[config.mk]
export PLATFORM = sky130hd
export DESIGN_NAME = key_event_reader_flat
export DESIGN_NICKNAME = d
export VERILOG_FILES = /design/src/rtl/key_event_if.sv /design/src/rtl/key_event_reader.sv /design/src/flat_wrapper.sv
export SDC_FILE = /design/constraint.sdc
export NUM_CORES = 1
export LEC_CHECK = 0
export CORE_ASPECT_RATIO = 0.5
export CORE_UTILIZATION = 51
export CTS_BUF_LIST = sky130_fd_sc_hd__clkbuf_8 sky130_fd_sc_hd__clkbuf_16
export DETAILED_ROUTE_END_ITERATION = 8
export HOLD_SLACK_MARGIN = 0.08
export PLACE_DENSITY = 0.73
export SLEW_MARGIN = 5
export SYNTH_ARGS = -nofsm -noshare
export SYNTH_HDL_FRONTEND = slang
export SYNTH_SLANG_ARGS = --single-unit
export TNS_END_PERCENT = 100
[constraint.sdc]
create_clock -name C -period 2.4 [get_ports C]
set_input_delay 0.24 -clock C [delete_from_list [all_inputs] [get_ports C]]
set_output_delay 0.24 -clock C [all_outputs]
set_load 0.03 [all_outputs]
[src/rtl/key_event_if.sv]
// key_event_if: one-event-per-handshake valid/ready channel carrying
// key press/release events from key_event_reader to the judging logic.
//   EV_VALID  master->slave  event available
//   EV_READY  slave->master  consumer accepts the event
//   EV_LANE   master->slave  lane index of the event
//   EV_PRESS  master->slave  1 = press, 0 = release
interface key_event_if #(
  parameter int LANES = 4
);
  localparam int LW = (LANES > 1) ? $clog2(LANES) : 1;

  logic          EV_VALID;
  logic          EV_READY;
  logic [LW-1:0] EV_LANE;
  logic          EV_PRESS;

  modport master (output EV_VALID, output EV_LANE, output EV_PRESS, input EV_READY);
  modport slave  (input EV_VALID, input EV_LANE, input EV_PRESS, output EV_READY);
endinterface

[src/rtl/key_event_reader.sv]
// key_event_reader: debounces a registered LANES-bit key vector and turns
// debounced edges into discrete events delivered over key_event_if.
//   C        clock, rising edge
//   INIT_N   asynchronous active-low reset
//   KEY      registered key vector, 1 = pressed
//   STABLE   debounced key state
//   OVF      sticky flag: an event was lost
//   CLR_OVF  synchronous clear of OVF (a new loss on the same edge wins)
//   ev       event channel (master side): EV_VALID/EV_READY/EV_LANE/EV_PRESS
// Build option: define KEY_RELEASE_EVT_EN to report release events too.
// Without it only presses are reported, EV_PRESS is tied to 1, and a press
// hitting an occupied slot keeps the older event and raises OVF.
module key_event_reader #(
  parameter int LANES      = 4,
  parameter int DEB_CYCLES = 16   // legal range 2..255
) (
  input  logic             C,
  input  logic             INIT_N,
  input  logic [LANES-1:0] KEY,
  output logic [LANES-1:0] STABLE,
  output logic             OVF,
  input  logic             CLR_OVF,
  key_event_if.master      ev
);
  localparam int LW = (LANES > 1) ? $clog2(LANES) : 1;
  localparam logic [7:0] CNT_LAST = 8'(DEB_CYCLES - 1);

  logic [7:0]       r_cnt [LANES];
  logic [LANES-1:0] r_stable;
  logic [LANES-1:0] r_pend;      // pending slot valid bits
  logic             r_ev_valid;
  logic [LW-1:0]    r_ev_lane;
  logic             r_ovf;
`ifdef KEY_RELEASE_EVT_EN
  logic [LANES-1:0] r_ptype;     // pending slot type: 1 = press
  logic             r_ev_press;
`endif

  logic [LANES-1:0] w_flip;      // lane's debounced state flips this edge
  logic [LANES-1:0] w_evt;       // flip that produces an event
  logic [LANES-1:0] w_taken;     // slot handed to the output this edge
  logic [LANES-1:0] w_clash;     // new event meets an occupied slot
  logic             w_load;
  logic             w_any;
  logic [LW-1:0]    w_sel;

  assign w_load = !r_ev_valid || ev.EV_READY;

  // Lowest-index pending slot wins.
  always_comb begin
    w_any = 1'b0;
    w_sel = '0;
    for (int i = LANES - 1; i >= 0; i--) begin
      if (r_pend[i]) begin
        w_any = 1'b1;
        w_sel = LW'(i);
      end
    end
  end

  genvar gi;
  generate
    for (gi = 0; gi < LANES; gi++) begin : g_lane
      // Counter holds DEB_CYCLES-1 after that many differing edges, so the
      // flip lands on the DEB_CYCLES-th consecutive differing edge.
      assign w_flip[gi]  = (KEY[gi] != r_stable[gi]) && (r_cnt[gi] == CNT_LAST);
`ifdef KEY_RELEASE_EVT_EN
      assign w_evt[gi]   = w_flip[gi];
`else
      assign w_evt[gi]   = w_flip[gi] && !r_stable[gi];   // 0->1 only
`endif
      assign w_taken[gi] = w_load && w_any && (w_sel == LW'(gi));
      // A slot being emptied into the output this edge is free for reuse.
      assign w_clash[gi] = w_evt[gi] && r_pend[gi] && !w_taken[gi];
    end
  endgenerate

  always_ff @(posedge C or negedge INIT_N) begin
    if (!INIT_N) begin
      for (int i = 0; i < LANES; i++) r_cnt[i] <= '0;
      r_stable   <= '0;
      r_pend     <= '0;
      r_ev_valid <= 1'b0;
      r_ev_lane  <= '0;
      r_ovf      <= 1'b0;
`ifdef KEY_RELEASE_EVT_EN
      r_ptype    <= '0;
      r_ev_press <= 1'b0;
`endif
    end else begin
      for (int i = 0; i < LANES; i++) begin
        // Debounce
        if (KEY[i] == r_stable[i]) begin
          r_cnt[i] <= '0;
        end else if (w_flip[i]) begin
          r_cnt[i]    <= '0;
          r_stable[i] <= ~r_stable[i];
        end else begin
          r_cnt[i] <= r_cnt[i] + 8'd1;
        end

        // Pending slot
        if (w_evt[i]) begin
          if (w_clash[i]) begin
`ifdef KEY_RELEASE_EVT_EN
            r_pend[i] <= 1'b0;   // press + release cancel each other
`endif
          end else begin
            r_pend[i] <= 1'b1;
`ifdef KEY_RELEASE_EVT_EN
            r_ptype[i] <= ~r_stable[i];
`endif
          end
        end else if (w_taken[i]) begin
          r_pend[i] <= 1'b0;
        end
      end

      if (|w_clash)     r_ovf <= 1'b1;
      else if (CLR_OVF) r_ovf <= 1'b0;

      if (w_load) begin
        r_ev_valid <= w_any;
        if (w_any) begin
          r_ev_lane <= w_sel;
`ifdef KEY_RELEASE_EVT_EN
          r_ev_press <= r_ptype[w_sel];
`endif
        end
      end
    end
  end

  assign STABLE      = r_stable;
  assign OVF         = r_ovf;
  assign ev.EV_VALID = r_ev_valid;
  assign ev.EV_LANE  = r_ev_lane;
`ifdef KEY_RELEASE_EVT_EN
  assign ev.EV_PRESS = r_ev_press;
`else
  assign ev.EV_PRESS = 1'b1;
`endif
endmodule

[src/flat_wrapper.sv]
// flat-port wrapper written by rule: the top's interface ports become plain ports
module key_event_reader_flat 
#(
  parameter int LANES      = 4,
  parameter int DEB_CYCLES = 16                        
)
  (C, INIT_N, KEY, STABLE, OVF, CLR_OVF, ev_EV_VALID, ev_EV_LANE, ev_EV_PRESS, ev_EV_READY);
  key_event_if #(.LANES(LANES)) ev_i ();
  input  logic C;
  input  logic INIT_N;
  input  logic [LANES-1:0] KEY;
  output logic [LANES-1:0] STABLE;
  output logic OVF;
  input  logic CLR_OVF;
  output wire logic [$bits(ev_i.EV_VALID)-1:0] ev_EV_VALID;
  output wire logic [$bits(ev_i.EV_LANE)-1:0] ev_EV_LANE;
  output wire logic [$bits(ev_i.EV_PRESS)-1:0] ev_EV_PRESS;
  input wire logic [$bits(ev_i.EV_READY)-1:0] ev_EV_READY;
  assign ev_EV_VALID = ev_i.EV_VALID;
  assign ev_EV_LANE = ev_i.EV_LANE;
  assign ev_EV_PRESS = ev_i.EV_PRESS;
  assign ev_i.EV_READY = ev_EV_READY;
  key_event_reader #(.LANES(LANES), .DEB_CYCLES(DEB_CYCLES)) u_core (.C(C), .INIT_N(INIT_N), .KEY(KEY), .STABLE(STABLE), .OVF(OVF), .CLR_OVF(CLR_OVF), .ev(ev_i));
endmodule
==> results_dict.tcl <==
set metrics [dict create \
    grt_use_total_pct 17.4 \
    postLayoutCellArea_um2 2290 \
    yosysWarnings 0 \
    insertion_delay_ns 0.29 \
    postCtsSetupBuffers 0 \
    clock_sinks 44 \
    nets 218 \
    wl_per_cell_um 12.4 \
    clk_pin_slew_ns 0.08 \
    min_path_type "input pin to asynchronous set/reset pin" \
    start_util_pct 55.8 \
    synth_top_cell_by_area "dfrtp_1" \
    fin_crit_sh_pct 71.1 \
    critical_path.startpoint_type "flop" \
    layoutNonFillerInstCount 258 \
    powerDensity_nw_per_um2 631 \
    tightestPinTransition_ns 0.940 \
    syn_nets 198 \
    antenna_found_initial 0 \
    die_x_um 90.8 \
    cts_buffers 5 \
    place_ws_ns 0.588 \
    avgSynthCellArea_um2 10.8 \
    final.setup.tns_ns 0 \
    grt_start_max_net_pins 45 \
    syn_to_final_growth_pct 13.9 \
    ctsHoldBuffers 0 \
    synthCells 186 \
    final-max-slew-violation-count 0 \
    drcViolationCount 0 \
    viasPerCell 5.02 \
    synthMostInstantiatedCell "dfrtp_1" \
    coreArea_um2 3600 \
    grt_overflow 0 \
    first_pass_iters 4 \
    vias 1296 \
    min_period_ns 1.71 \
    crit_type "flop to flop" \
    worstSetupEndpointType "flop" \
    chipHeight_um 46.4 \
    share_comb_of_total_power_pct 11.1 \
    clock_power_share_pct 32.6 \
    cp_data_required_time_ns 2.56 \
    finalSetupViolations 0 \
    routed_wl_mm 3.21 \
    rows 15 \
    rsz0062_at_grt "no" \
    skew_ns 0.00334 \
    place.gp.congestion 0.749 \
    ys_seq_area_share_pct 54.8 \
    dp_hpwl_mm 2.32 \
    cp.arrival_ns 1.87 \
    die_area_um2 4210 \
    clk_path_buf_depth 2 \
    postRouteAntennaNets 0 \
    layout_setup_ws_ns 0.693 \
    cp_max_fo 4 \
    hold_viol_final 0 \
    grt_pass1_wl_mm 5.37 \
    p_seq_share_pct 56.3 \
    outcome "finished clean" \
    antenna_cells 0 \
    post_cts_resized 0 \
    dpl_cell_area_um2 2200 \
    synth_top_area_share_pct 54.8 \
    drt_iter0_drc 52 \
    postSynth.asyncResetShare_pct 100 \
    p_int_w 0.00108 \
    synth_ff_type "dfrtp_1" \
    dpl.cell_count 250 \
    ys_types 32 \
    cts-root-buf "clkbuf_8" \
    p_sw_w 0.000365 \
    synth_area_um2 2010 \
    cap_violations 0 \
    sw_frac_of_total_pct 25.3 \
    ys_top_cells_by_area "dfrtp_1 55%, xnor2_1 7.8%, nor2_1 6.9%" \
    htree_levels 2 \
    synth_common_cells "44 x dfrtp_1, 37 x nor2_1, 18 x xnor2_1" \
    fmaxAchievable_mhz 586 \
    max_slew_margin_pct 37.4 \
    peakVddDrop_uv 282 \
    p_leak_nw 1.05 \
    synth-edff-count 0 \
    cts_tree "built" \
    yosys_register_bits 44 \
    numPortBuffers 15 \
    grt_pass1_vias 1189 \
    ios 17 \
    layout-drive-gt1-share_pct 6.76 \
]
==> flip-flops by register name, summed over array words and instances (netlist names) <==
signal	count
u_core.STABLE	4
u_core.OVF	1
u_core.ev.EV_LANE	2
u_core.ev.EV_VALID	1
u_core.r_pend	4
u_core.r_cnt	32
==> worst max-delay path: stages, from the launching register on <==
cell	delay (ns)
dfrtp_1	0.40
ha_1	0.23
and3_1	0.22
nand2_1	0.14
nor4_1	0.07
or4_1	0.52
==> metrics by stage <==
stage / power, W / hold WS [ns] / utilization (%)
final: 0.00144 / 0.0838 / 63.5
after global routing: 0.00152 / 0.178 / 63.5
after CTS: 0.00146 / 0.132 / 63.5
after detailed placement: 0.000992 / 0.448 / 61.0
after global placement: 0.000984 / 0.441 / 61.0
after floorplan: 0.000924 / -0.0556 / -
==> placed cells by master, fill, tap and decap left out, types with 4 or more instances in the layout <==
| cell | netlist | routed |
|---|---|---|
| clkdlybuf4s50_1 | 0 | 14 |
| nor4_1 | 5 | 5 |
| nand2_1 | 11 | 11 |
| nand2b_1 | 6 | 6 |
| nor2_1 | 37 | 37 |
| ha_1 | 4 | 4 |
| clkbuf_8 | 0 | 6 |
| mux2_1 | 4 | 4 |
| xor2_1 | 10 | 10 |
| nand3_1 | 8 | 8 |
| and3_1 | 6 | 6 |
| xnor2_1 | 18 | 18 |
| dfrtp_1 | 44 | 44 |
| inv_1 | 7 | 9 |
==> worst paths after layout <==
check	from	end	slack [ns]	cells past startpoint
setup / recovery	u_core.r_cnt[8]	u_core.OVF	0.69	5
hold reg to reg	u_core.r_cnt[16]	u_core.r_cnt[16]	0.46	1
min in group C	u_core.r_cnt[16]	u_core.r_cnt[16]	0.46	1
max in group asynchronous	INIT_N	u_core.r_cnt[12]	1.73	1
setup reg to reg	u_core.r_cnt[8]	u_core.OVF	0.69	5
hold / removal	INIT_N	u_core.r_cnt[0]	0.08	1
==> cell families after synthesis <==
logic type	synth area share (%)
buf+inv	2.24
flops	54.8
other cells	0.187
xor+xnor	12.2
mux	2.24
fa+ha+maj	2.49
compound gates	3.24
simple gates	22.6
==> routing by layer <==
| layer | vias to the layer above | part of all wire [%] | wire, um | track usage (%) |
|---|---|---|---|---|
| met5 | - | 0 | 0 | 0 |
| met4 | 0 | 1.0 | 32 | 7.30 |
| met3 | 4 | 2.2 | 70 | 5.12 |
| met2 | 15 | 47 | 1490 | 29.4 |
| met1 | 621 | 50 | 1610 | 21.7 |
| li1 | 656 | - | - | - |
==> area by class of cell <==
class | count | area (um2)
clock buffers | 6 | 82.6
repair buffers | 15 | 145
clock inverters | 2 | 7.51
flip-flops and latches | 44 | 1100
fillers | 307 | 1310
well taps | 51 | 63.8
inverters | 7 | 26.3
multi-input cells | 133 | 863
==> power groups by stage <==
stage | clock network, W | registers, W | logic, W
3_5_place_dp | 0 | 0.000828 | 0.000164
2_1_floorplan | 0 | 0.000841 | 0.0000838
5_1_grt | 0.000515 | 0.000819 | 0.000183
6_report | 0.000471 | 0.000813 | 0.000161
4_1_cts | 0.000485 | 0.000813 | 0.000165
3_3_place_gp | 0 | 0.000824 | 0.000160
Power figures use the tool's default switching activity.
==> RTL edit: new RTL, same settings <==
`LANES` is set to 4 in 3 places; all go to 8.
--- a/src/rtl/key_event_if.sv
+++ b/src/rtl/key_event_if.sv
@@ -6,5 +6,5 @@
 //   EV_PRESS  master->slave  1 = press, 0 = release
 interface key_event_if #(
-  parameter int LANES = 4
+  parameter int LANES = 8
 );
   localparam int LW = (LANES > 1) ? $clog2(LANES) : 1;
--- a/src/rtl/key_event_reader.sv
+++ b/src/rtl/key_event_reader.sv
@@ -12,5 +12,5 @@
 // hitting an occupied slot keeps the older event and raises OVF.
 module key_event_reader #(
-  parameter int LANES      = 4,
+  parameter int LANES      = 8,
   parameter int DEB_CYCLES = 16   // legal range 2..255
 ) (
--- a/src/flat_wrapper.sv
+++ b/src/flat_wrapper.sv
@@ -2,5 +2,5 @@
 module key_event_reader_flat 
 #(
-  parameter int LANES      = 4,
+  parameter int LANES      = 8,
   parameter int DEB_CYCLES = 16                        
 )
Interface: changed (resized KEY, STABLE and ev_EV_LANE); port bits go from 17 to 26. The function was not compared with the original's and may differ.
==> RTL edit against the original RTL <==
Non-clock buffer count rose by 11; power increased by 140%; clock power grew to 3.3 times the old value; routed wire length increased by 120%; sequential power increased by 93%; count of clock-buffer cells in the layout is 3 higher; critical path depth fell by 4; sequential cell count grew 41; area after synthesis rose by 91%; final area rose by 98%; worst setup slack improved by 0.030 ns; critical endpoint is now STABLE[2]; largest cell class unchanged.
==> RTL edit: results (changes against the original RTL) <==
Global route
The maximum number of pins on one net before global-route repair is 53 (+18%). The overall fraction of global-route tracks in use is 19.94% (+2.6 points). The via count of the first global-routing pass is 2697 (+130%).

Final layout
The fraction of area in multi-input gates is 36.33% (-1.4 points). The count of inverters not on the clock network in the layout is 11 (+4). The clock network area share came to 7.470% (+3.5 points). The number of multi-input combinational cells in the layout is 270 (+100%). The fraction of layout instances using a drive strength above 1 is 7.353% (+0.59 points).

Placement
The estimated wirelength of the detail-placed design is 4943 µm (+110%). The instance area after placement was 0.004190 mm² (+91%). The post-placement worst setup slack is 0.6101 ns (+0.02212 ns). The global placement routability congestion is 0.9059 (+21%).

Critical path
For this design, the slowest cell found on the critical path is sky130_fd_sc_hd__clkdlybuf4s50_1. The biggest fanout along the worst timing path was 5 (+1). The data arrival at the endpoint of the critical path was 1.44 ns (-0.43 ns). The delay of the slowest cell on the worst path is 0.70 ns (+0.18 ns).

Yosys
The total nets after synthesis was 388 (+96%). The mux share of post-synthesis cell area was 2.351% (+0.11 points). The adder-cell share of the synthesized area is 2.612% (+0.12 points). The number of instances in the synthesized netlist came to 368 (+98%).

Routing
The routed metal-1 wire length is 3073 µm (+91%). The sum of met2 wire segment lengths after detailed routing was 3402 µm (+130%). The number of vias per cell was 5.360 (+6.7%).

Clocking
The number of CTS-inserted buffers came to 9 (+4).

Power and ir drop
The static leakage came to 2.078 nW (+98%).

Run status
The run finished with clean final reports.

Timing
The worst clock skew on the final layout was 0.004970 ns (+0.001628 ns).
[RTL edit: metal layers]
metal	global-route usage, %	up-vias
met2	33.63	63
met1	23.58	1312
met3	5.947	10
met5	0	-
li1	-	1295
met4	9.639	0
[RTL edit: worst paths after layout]
check,start,endpoint,slack (ns),depth (start not counted)
worst max-delay path,u_core.STABLE[2],STABLE[2],0.72,1
worst min-delay path,INIT_N,u_core.r_cnt[17],0.40,2
worst max register to register,u_core.r_pend[0],u_core.OVF,0.73,5
worst min register to register,u_core.r_cnt[48],u_core.r_cnt[48],0.46,1
max in group asynchronous,INIT_N,u_core.r_cnt[26],1.38,3
min in group C,u_core.r_cnt[48],u_core.r_cnt[48],0.46,1
[RTL edit: what timing repair did]
action	4_1_cts	5_1_grt
hold buffers	1	0
resized for setup	0	0
endpoints found under the hold margin	33	0
